===== src/rtl/fir4_stream_seq.sv =====
// Stream sequencer for a 4-tap FIR datapath: handshake in, tap control out,
// zero-drain injection after each frame, and a 4-deep tagged output FIFO.
module fir4_stream_seq #(
  parameter int w     = 16,
  parameter int DRAIN = 3
) (
  input  logic                clk,
  input  logic                reset_n,
  input  logic                in_valid,
  output logic                in_ready,
  input  logic signed [w-1:0] in_data,
  input  logic                in_last,
  input  logic                flush,
  output logic                out_valid,
  input  logic                out_ready,
  output logic signed [w+1:0] out_data,
  output logic                out_last,
  output logic                out_fill,
  output logic signed [w-1:0] fir_a,
  output logic                fir_en,
  output logic                fir_clr,
  input  logic signed [w+1:0] fir_s,
  output logic                busy
);

  typedef enum logic [1:0] {S_CLR = 2'd0, S_RUN = 2'd1, S_DRAIN = 2'd2} state_t;

  state_t     state_q, state_d;
  logic [2:0] fill_cnt_q, fill_cnt_d;
  logic [1:0] drain_cnt_q, drain_cnt_d;
  logic       p1_q, p1_d, p2_q, p2_d;
  logic [1:0] p1_tag_q, p1_tag_d, p2_tag_q, p2_tag_d;
  logic [1:0] rd_ptr_q, rd_ptr_d, wr_ptr_q, wr_ptr_d;
  logic [2:0] count_q, count_d;

  logic [w+1:0] mem_data_q [4];
  logic [1:0]   mem_tag_q [4];

  logic       push, pop, shift_last, shift_fill, space;
  logic [2:0] occ;

  // Shifts in flight count against FIFO space so every write finds a free slot.
  assign occ   = count_q + {2'b00, p1_q} + {2'b00, p2_q};
  assign space = (occ < 3'd4);

  always_comb begin
    state_d     = state_q;
    fill_cnt_d  = fill_cnt_q;
    drain_cnt_d = drain_cnt_q;
    in_ready    = 1'b0;
    fir_en      = 1'b0;
    fir_clr     = 1'b0;
    fir_a       = '0;
    shift_last  = 1'b0;
    case (state_q)
      S_CLR: begin
        fir_clr    = 1'b1;
        fill_cnt_d = 3'd0;
        state_d    = S_RUN;
      end
      S_RUN: begin
        fir_a    = in_data;
        in_ready = space & ~flush;
        fir_en   = in_valid & in_ready;
        if (fir_en && in_last) begin
          if (DRAIN == 0) begin
            state_d    = S_CLR;
            shift_last = 1'b1;
          end else begin
            state_d     = S_DRAIN;
            drain_cnt_d = 2'(DRAIN);
          end
        end
      end
      S_DRAIN: begin
        fir_en = space & ~flush;
        if (fir_en) begin
          drain_cnt_d = drain_cnt_q - 2'd1;
          if (drain_cnt_q == 2'd1) begin
            shift_last = 1'b1;
            state_d    = S_CLR;
          end
        end
      end
      default: state_d = S_CLR;
    endcase
    if (fir_en && fill_cnt_q != 3'd4) begin
      fill_cnt_d = fill_cnt_q + 3'd1;
    end
    shift_fill = (fill_cnt_d < 3'd4);
    if (flush) begin
      state_d = S_CLR;
    end
  end

  always_comb begin
    p1_d     = fir_en;
    p1_tag_d = {shift_fill, shift_last};
    p2_d     = p1_q;
    p2_tag_d = p1_tag_q;
    push     = p2_q & ~flush;
    pop      = out_valid & out_ready & ~flush;
    wr_ptr_d = wr_ptr_q + {1'b0, push};
    rd_ptr_d = rd_ptr_q + {1'b0, pop};
    count_d  = count_q + {2'b00, push} - {2'b00, pop};
    if (flush) begin
      p1_d     = 1'b0;
      p2_d     = 1'b0;
      wr_ptr_d = 2'd0;
      rd_ptr_d = 2'd0;
      count_d  = 3'd0;
    end
  end

  always_ff @(posedge clk or negedge reset_n) begin
    if (!reset_n) begin
      state_q     <= S_CLR;
      fill_cnt_q  <= 3'd0;
      drain_cnt_q <= 2'd0;
      p1_q        <= 1'b0;
      p2_q        <= 1'b0;
      p1_tag_q    <= 2'b00;
      p2_tag_q    <= 2'b00;
      rd_ptr_q    <= 2'd0;
      wr_ptr_q    <= 2'd0;
      count_q     <= 3'd0;
    end else begin
      state_q     <= state_d;
      fill_cnt_q  <= fill_cnt_d;
      drain_cnt_q <= drain_cnt_d;
      p1_q        <= p1_d;
      p2_q        <= p2_d;
      p1_tag_q    <= p1_tag_d;
      p2_tag_q    <= p2_tag_d;
      rd_ptr_q    <= rd_ptr_d;
      wr_ptr_q    <= wr_ptr_d;
      count_q     <= count_d;
    end
  end

  // Storage needs no reset: outputs are gated by out_valid.
  always_ff @(posedge clk) begin
    if (push) begin
      mem_data_q[wr_ptr_q] <= fir_s;
      mem_tag_q[wr_ptr_q]  <= p2_tag_q;
    end
  end

  assign out_valid = (count_q != 3'd0);
  assign out_data  = out_valid ? mem_data_q[rd_ptr_q] : '0;
  assign out_fill  = out_valid & mem_tag_q[rd_ptr_q][1];
  assign out_last  = out_valid & mem_tag_q[rd_ptr_q][0];
  assign busy      = (state_q == S_DRAIN) | p1_q | p2_q | out_valid;

endmodule

===== config.mk =====
export PLATFORM = sky130hd
export DESIGN_NAME = fir4_stream_seq
export DESIGN_NICKNAME = d
export VERILOG_FILES = /design/src/rtl/fir4_stream_seq.sv
export SDC_FILE = /design/constraint.sdc
export NUM_CORES = 1
export LEC_CHECK = 0
export ABC_CLOCK_PERIOD_IN_PS = 3600
export BUFFER_PORTS_ARGS = -buffer_cell sky130_fd_sc_hd__buf_2
export CAP_MARGIN = 30
export CORE_MARGIN = 4
export CORE_UTILIZATION = 55
export DETAILED_ROUTE_END_ITERATION = 10
export PLACE_DENSITY = 0.79
export SETUP_SLACK_MARGIN = 0.05
export SLEW_MARGIN = 30
export SYNTH_ARGS = -nofsm -noshare
export SYNTH_HDL_FRONTEND = slang
export SYNTH_SLANG_ARGS = --single-unit

===== constraint.sdc =====
create_clock -name clk -period 3.6 [get_ports clk]
set_clock_uncertainty 0.2 [all_clocks]
set_input_delay 0.18 -clock clk [delete_from_list [all_inputs] [get_ports clk]]
set_output_delay 0.18 -clock clk [all_outputs]
set_load 0.1 [all_outputs]

==> flow_metrics.tcl, run 1 <==
set metrics [dict create \
    status "finished, final reports clean" \
    initial_core_util_pct 56.3 \
    nets 420 \
    synth_warnings 0 \
    syn_area_um2 4330 \
    fin_crit_sh_pct 76.7 \
    cts_resized 0 \
    htreeDepth 3 \
    cts_tree "yes" \
    tightest_slew_ns 0.963 \
    cp.required_ns 3.22 \
    clock_latency_ns 0.36 \
    whs_path_depth 4 \
    synthTopCellsByArea "edfxtp_1 55%, dfrtp_1 12%, mux4_2 10%" \
    finalPower_mw 4.08 \
    rows 32 \
    cap_viol_max_count 0 \
    place_ws_ns 1.10 \
    power_density_nw_per_um2 770 \
    grt_usage_pct 18.6 \
    grt_pass1_wl_um 13900 \
    cp_max_fo 25 \
    fin_setup_tns_ns 0 \
    synth_common_cells "80 x edfxtp_1, 26 x nor2b_1, 20 x dfrtp_1, 20 x mux4_2, 17 x and2_1" \
    finish.utilization_pct 69.0 \
    synth_edf_count 80 \
    synth-main-ff-cell "edfxtp_1" \
    netlist.area_leader.share_pct 55.5 \
    clock_sinks 100 \
    r2r_cells 6 \
    die_x_um 96.7 \
    final.fill_count 527 \
    hold_path.class "input port to flip-flop" \
    synth_nets 313 \
    drt-pass1-iter-count 4 \
    route.detailed.drc 0 \
    synthDistinctLibCells 42 \
    clockBufferDepth 2 \
    setup_viol 0 \
    dieArea_um2 9360 \
    detail_route.wl_per_cell_um 17.4 \
    slew_headroom_pct 35.8 \
    drtIter0Drc 152 \
    antenna_found_initial 0 \
    cp-start-kind "flip-flop" \
    netlist.top_cell.by_area "edfxtp_1" \
    gp_congestion 0.838 \
    drv_slew 0 \
    max_freq_ghz 0.362 \
    cts_buffers 9 \
    grt_overflow 0 \
    synthArstFlopShare_pct 20.0 \
    ys_seq_area_share_pct 67.0 \
    dp.final_hpwl_um 5430 \
    peakVddDrop_mv 0.914 \
    core_um2 7690 \
    num_vias 2551 \
    drtAntennaViolNets 0 \
    die_y_um 96.7 \
    synth_seq_cells 100 \
    root_buffer "clkbuf_8" \
    clkSlewWorstSetupHoldPaths_ns 0.09 \
    drive_gt1_share_pct 36.3 \
    hold_buffers 20 \
    postLayoutSetupSlackWorst_ns 0.838 \
    cp.arrival_ns 2.38 \
    final_hold_viol_count 0 \
    post-synth-top-count-cell "edfxtp_1" \
    synth_area_per_cell_um2 16.7 \
    rsz0062_at_grt "false" \
    routed_wirelength_um 8230 \
    io_pins 81 \
    critical_path_class "flip-flop to output pin" \
    grt_pass1_vias 2760 \
    antenna_cells 0 \
    grt_max_degree 26 \
    io_buffer_count 80 \
    netlist_instances 260 \
    p_leak_nw 2.09 \
    syn2layout_area_growth_pct 22.5 \
    finalCriticalPeriod_ns 2.76 \
    post_cts_buffers 0 \
    via_per_inst 5.38 \
    cp-end-kind "output pin" \
]
[final cells by class]
type	instances	area (um^2)	share of cell area, %
timing repair buffer	106	658	12.4
tap	102	128	2.41
clock inverter	7	82.6	1.56
clock buffer	9	124	2.34
sequential	100	2900	54.7
inverter	12	45.0	0.849
multi-input combinational	138	1360	25.7
[layer usage]
metal | vias up | share of wire [%] | GRT usage, %
li1 | 1200 | - | -
met1 | 1248 | 43 | 23.7
met2 | 96 | 51 | 33.0
met3 | 7 | 5.3 | 4.54
met4 | 0 | 0.63 | 3.13
met5 | - | 0 | 0
[worst max-delay path, cell delays in order, from the launching register on]
cell and delay, ns:
dfrtp_1 0.39, inv_1 0.12, ha_1 0.60, a21o_1 0.24
nand2_1 0.14, nor3_2 0.12, buf_2 0.44
[registers in the layout, summed over array words and instances (netlist names), 3 cells and up]
register    flops
mem_data_q     72
fill_cnt_q      3
mem_tag_q       8
count_q         3
[cell usage in the layout (no fill, tap or decap), types with 3 or more instances in the layout]
cell type | synthesis | final
clkinv_4 | 0 | 3
clkbuf_8 | 0 | 9
nor2b_1 | 26 | 26
dlygate4sd3_1 | 0 | 20
edfxtp_1 | 80 | 80
buf_2 | 2 | 80
xnor2_1 | 3 | 3
and3_1 | 3 | 3
buf_4 | 0 | 5
nand2_1 | 8 | 8
inv_1 | 12 | 12
mux4_2 | 20 | 20
dfrtp_1 | 20 | 20
ha_1 | 12 | 12
nor3_2 | 0 | 4
and2_1 | 17 | 17
nand3_1 | 3 | 3
nor2_1 | 7 | 6
[metrics by stage]
| step | hold WS [ns] | cell area [um^2] | std cells |
|---|---|---|---|
| CTS | 0.0527 | 5300 | 474 |
| floorplan | -0.316 | 4340 | 260 |
| global placement | -0.0407 | 4900 | 438 |
| finish | 0.0757 | 5300 | 474 |
| detailed placement | -0.0350 | 4900 | 438 |
| global route | 0.121 | 5300 | 474 |
[final timing paths]
kind                                  start             end  slack (ns)
max in group asynchronous           reset_n     p1_tag_q[0]        2.76
worst max-delay path             state_q[1]          fir_en        0.84
worst max register to register   state_q[1]   fill_cnt_q[1]        1.10
worst min register to register  p1_tag_q[0]     p2_tag_q[0]        0.15
worst min-delay path                in_last  drain_cnt_q[0]        0.08
min in group asynchronous           reset_n     wr_ptr_q[1]        0.10
[power breakdown]
part           internal [mW]  total (mW)  switching [mW]
clock                  0.333       0.725           0.393
combinational          0.393        2.01            1.62
sequential              1.29        1.35          0.0540
total                   2.02        4.08            2.06
[logic make-up (layout without fill, tap and decap cells)]
group / Yosys count / after routing / synth area share (%)
and+or+nand+nor: 81 / 81 / 11.0
buffers and inverters: 22 / 134 / 2.14
DFF: 100 / 100 / 67.0
xor gates and xnor gates: 4 / 4 / 0.809
muxes: 23 / 23 / 11.1
adders and majority gates: 13 / 13 / 3.93
AOI/OAI and AO/OA: 17 / 17 / 3.96
(Power assumes the default switching activity.)
==> inputs of run 2 (changes only) <==
--- a/config.mk
+++ b/config.mk
@@ -5,13 +5,13 @@
 export SDC_FILE = /design/constraint.sdc
 export NUM_CORES = 1
 export LEC_CHECK = 0
-export ABC_CLOCK_PERIOD_IN_PS = 3600
+export ABC_CLOCK_PERIOD_IN_PS = 2400
 export BUFFER_PORTS_ARGS = -buffer_cell sky130_fd_sc_hd__buf_2
 export CAP_MARGIN = 30
 export CORE_MARGIN = 4
-export CORE_UTILIZATION = 55
+export CORE_UTILIZATION = 50
 export DETAILED_ROUTE_END_ITERATION = 10
-export PLACE_DENSITY = 0.79
+export PLACE_DENSITY = 0.76
 export SETUP_SLACK_MARGIN = 0.05
 export SLEW_MARGIN = 30
 export SYNTH_ARGS = -nofsm -noshare
==> constraint.sdc (replaced) <==
create_clock -name clk -period 2.4 [get_ports clk]
set_clock_uncertainty 0.2 [all_clocks]
set_input_delay 0.12 -clock clk [delete_from_list [all_inputs] [get_ports clk]]
set_output_delay 0.12 -clock clk [all_outputs]
set_load 0.1 [all_outputs]
==> run 2 against run 1 <==
Effect of this change: global-route usage shrank 1.3 points; total power grew 54%; cell count grew 3.2%; largest cell class unchanged.
==> flow_metrics.tcl, run 2 (same netlist as run 1, synthesis figures left out) <==
set metrics [dict create \
    initial_core_util_pct 51.9 \
    power_density_nw_per_um2 1130 \
    final_common_cell "edfxtp_1" \
    nets 432 \
    grt_pass1_wl_um 13500 \
    via_per_inst 5.26 \
    finalCriticalPeriod_ns 2.31 \
    die_x_um 101 \
    cp-end-kind "flip-flop" \
    clock_latency_ns 0.35 \
    r2r_cells 6 \
    clock_sinks 100 \
    status "finished, final reports clean" \
    gp_congestion 0.825 \
    syn2layout_area_growth_pct 28.7 \
    setup_viol 0 \
    r2r_setup_slack_ns 0.09 \
    cts_tree "yes" \
    multiInputGateArea_um2 1460 \
    cp_max_fo 7 \
    largest_reg_flops 72 \
    cp.arrival_ns 2.36 \
    register_area_um2 2910 \
    peakVddDrop_mv 1.13 \
    die_y_um 101 \
    path_depth 6 \
    clockBufferDepth 2 \
    drive_gt1_share_pct 44.8 \
    critPathTopFamily "compound AO/OA/AOI/OAI gates" \
    postLayoutSetupSlackWorst_ns 0.0851 \
    cp.required_ns 2.45 \
    drt-pass1-iter-count 4 \
    num_vias 2570 \
    cp-start-kind "flip-flop" \
    htreeDepth 3 \
    core_um2 8340 \
    rows 33 \
    cap_viol_max_count 0 \
    io_buffer_count 80 \
    whs_path_depth 4 \
    tightest_slew_ns 0.510 \
    slew_headroom_pct 66.3 \
    route.detailed.drc 0 \
    cp.buffers_inverters 1 \
    antenna_found_initial 0 \
    clkSlewWorstSetupHoldPaths_ns 0.10 \
    dieArea_um2 10200 \
    grt_max_degree 25 \
    grt_overflow 0 \
    hold_path.class "input port to flip-flop" \
    final_hold_viol_count 0 \
    slowest_stage "dfrtp_2" \
    drtAntennaViolNets 0 \
    critical_path_class "flip-flop to flip-flop" \
    fin_hold_ws_ns 0.0340 \
    drtIter0Drc 114 \
    grt_usage_pct 17.4 \
    reg_top3 "mem_data_q x72, mem_tag_q x8" \
    max_freq_ghz 0.432 \
    io_pins 81 \
    dp.final_hpwl_um 5650 \
    place_ws_ns 0.0646 \
    p_leak_nw 2.15 \
    root_buffer "clkbuf_8" \
    fin_crit_sh_pct 96.5 \
    rsz0062_at_grt "true" \
    layout_common_cells "80 x edfxtp_1, 72 x buf_2, 22 x dlygate4sd3_1" \
    drv_slew 0 \
    cts_buffers 9 \
    crit_chain "ha_4, and3_4, o22ai_4, buf_4, a2111oi_4, mux2_2" \
    routed_wirelength_um 8380 \
    grt_pass1_vias 2715 \
    detail_route.wl_per_cell_um 17.1 \
    final.fill_count 579 \
    top_register "mem_data_q" \
    critPathMaxStageDelay_ns 0.46 \
    antenna_cells 0 \
]
[run 2: cell count changes in the layout (fill, tap and decap cells not counted), moves of 4 or more]
cell	delta
buf_12	+6
buf_2	-8
buf_4	+8
clkbuf_4	+4
nor2b_1	-20
nor2b_2	+20
[run 2: cell type report]
| class | count | area share, % |
|---|---|---|
| clock buffers | 9 | 2.22 |
| clock inverters | 7 | 1.03 |
| inverters | 12 | 0.853 |
| repair buffers | 118 | 15.2 |
| flip-flops and latches | 100 | 52.1 |
| multi-input cells | 138 | 26.2 |
| well taps | 105 | 2.36 |
[run 2: worst reg2reg max path, delay by kind of cell (launching register included)]
family	cells	cell delay, ns
adder cells (fa/ha/maj)	1	0.31
buffers and inverters	1	0.17
AO/OA/AOI/OAI	2	0.48
flip-flops	1	0.46
multiplexers	1	0.37
AND/OR/NAND/NOR	1	0.23
[run 2: per-layer routing]
layer	up-vias	wire (um)	part of all wire, %	track usage [%]
met5	-	0	0	0
met4	0	69	0.82	4.60
met3	6	453	5.4	4.08
met2	74	4290	51	30.1
met1	1271	3560	43	21.9
li1	1219	-	-	-
[run 2: path summary, 6_finish.rpt]
kind | from | endpoint
max in group asynchronous | reset_n | count_q[2]
worst max-delay path | count_q[0] | fill_cnt_q[1]
min in group asynchronous | reset_n | fill_cnt_q[0]
worst min register to register | p1_tag_q[0] | p2_tag_q[0]
worst max register to register | count_q[0] | fill_cnt_q[1]
worst min-delay path | in_valid | fill_cnt_q[2]
[run 2: power breakdown]
part | internal [mW] | switching (mW) | total, mW
Combinational | 0.749 | 2.54 | 3.29
Clock | 0.392 | 0.591 | 0.983
Sequential | 1.94 | 0.0655 | 2.01
Total | 3.08 | 3.19 | 6.28
[run 2: metrics by stage]
step	total power, mW	std cells	utilization, %	area, um^2	TNS, ns
5_1_grt	6.55	489	66.8	5570	0
2_1_floorplan	4.69	260	-	4410	-0.479
6_report	6.28	489	66.8	5570	0
3_5_place_dp	5.22	447	61.1	5100	0
3_3_place_gp	5.18	447	61.1	5100	0
4_1_cts	6.26	486	66.2	5530	0
[run 2: repair_timing]
| item | CTS | global route |
|---|---|---|
| hold buffers | 22 | 0 |
| gates resized for setup | 3 | 12 |
| buffers inserted | 1 | 3 |
| endpoints found under the hold margin | 103 | 0 |
| endpoints found under the setup margin | 3 | 9 |
| pin swaps | 4 | 3 |
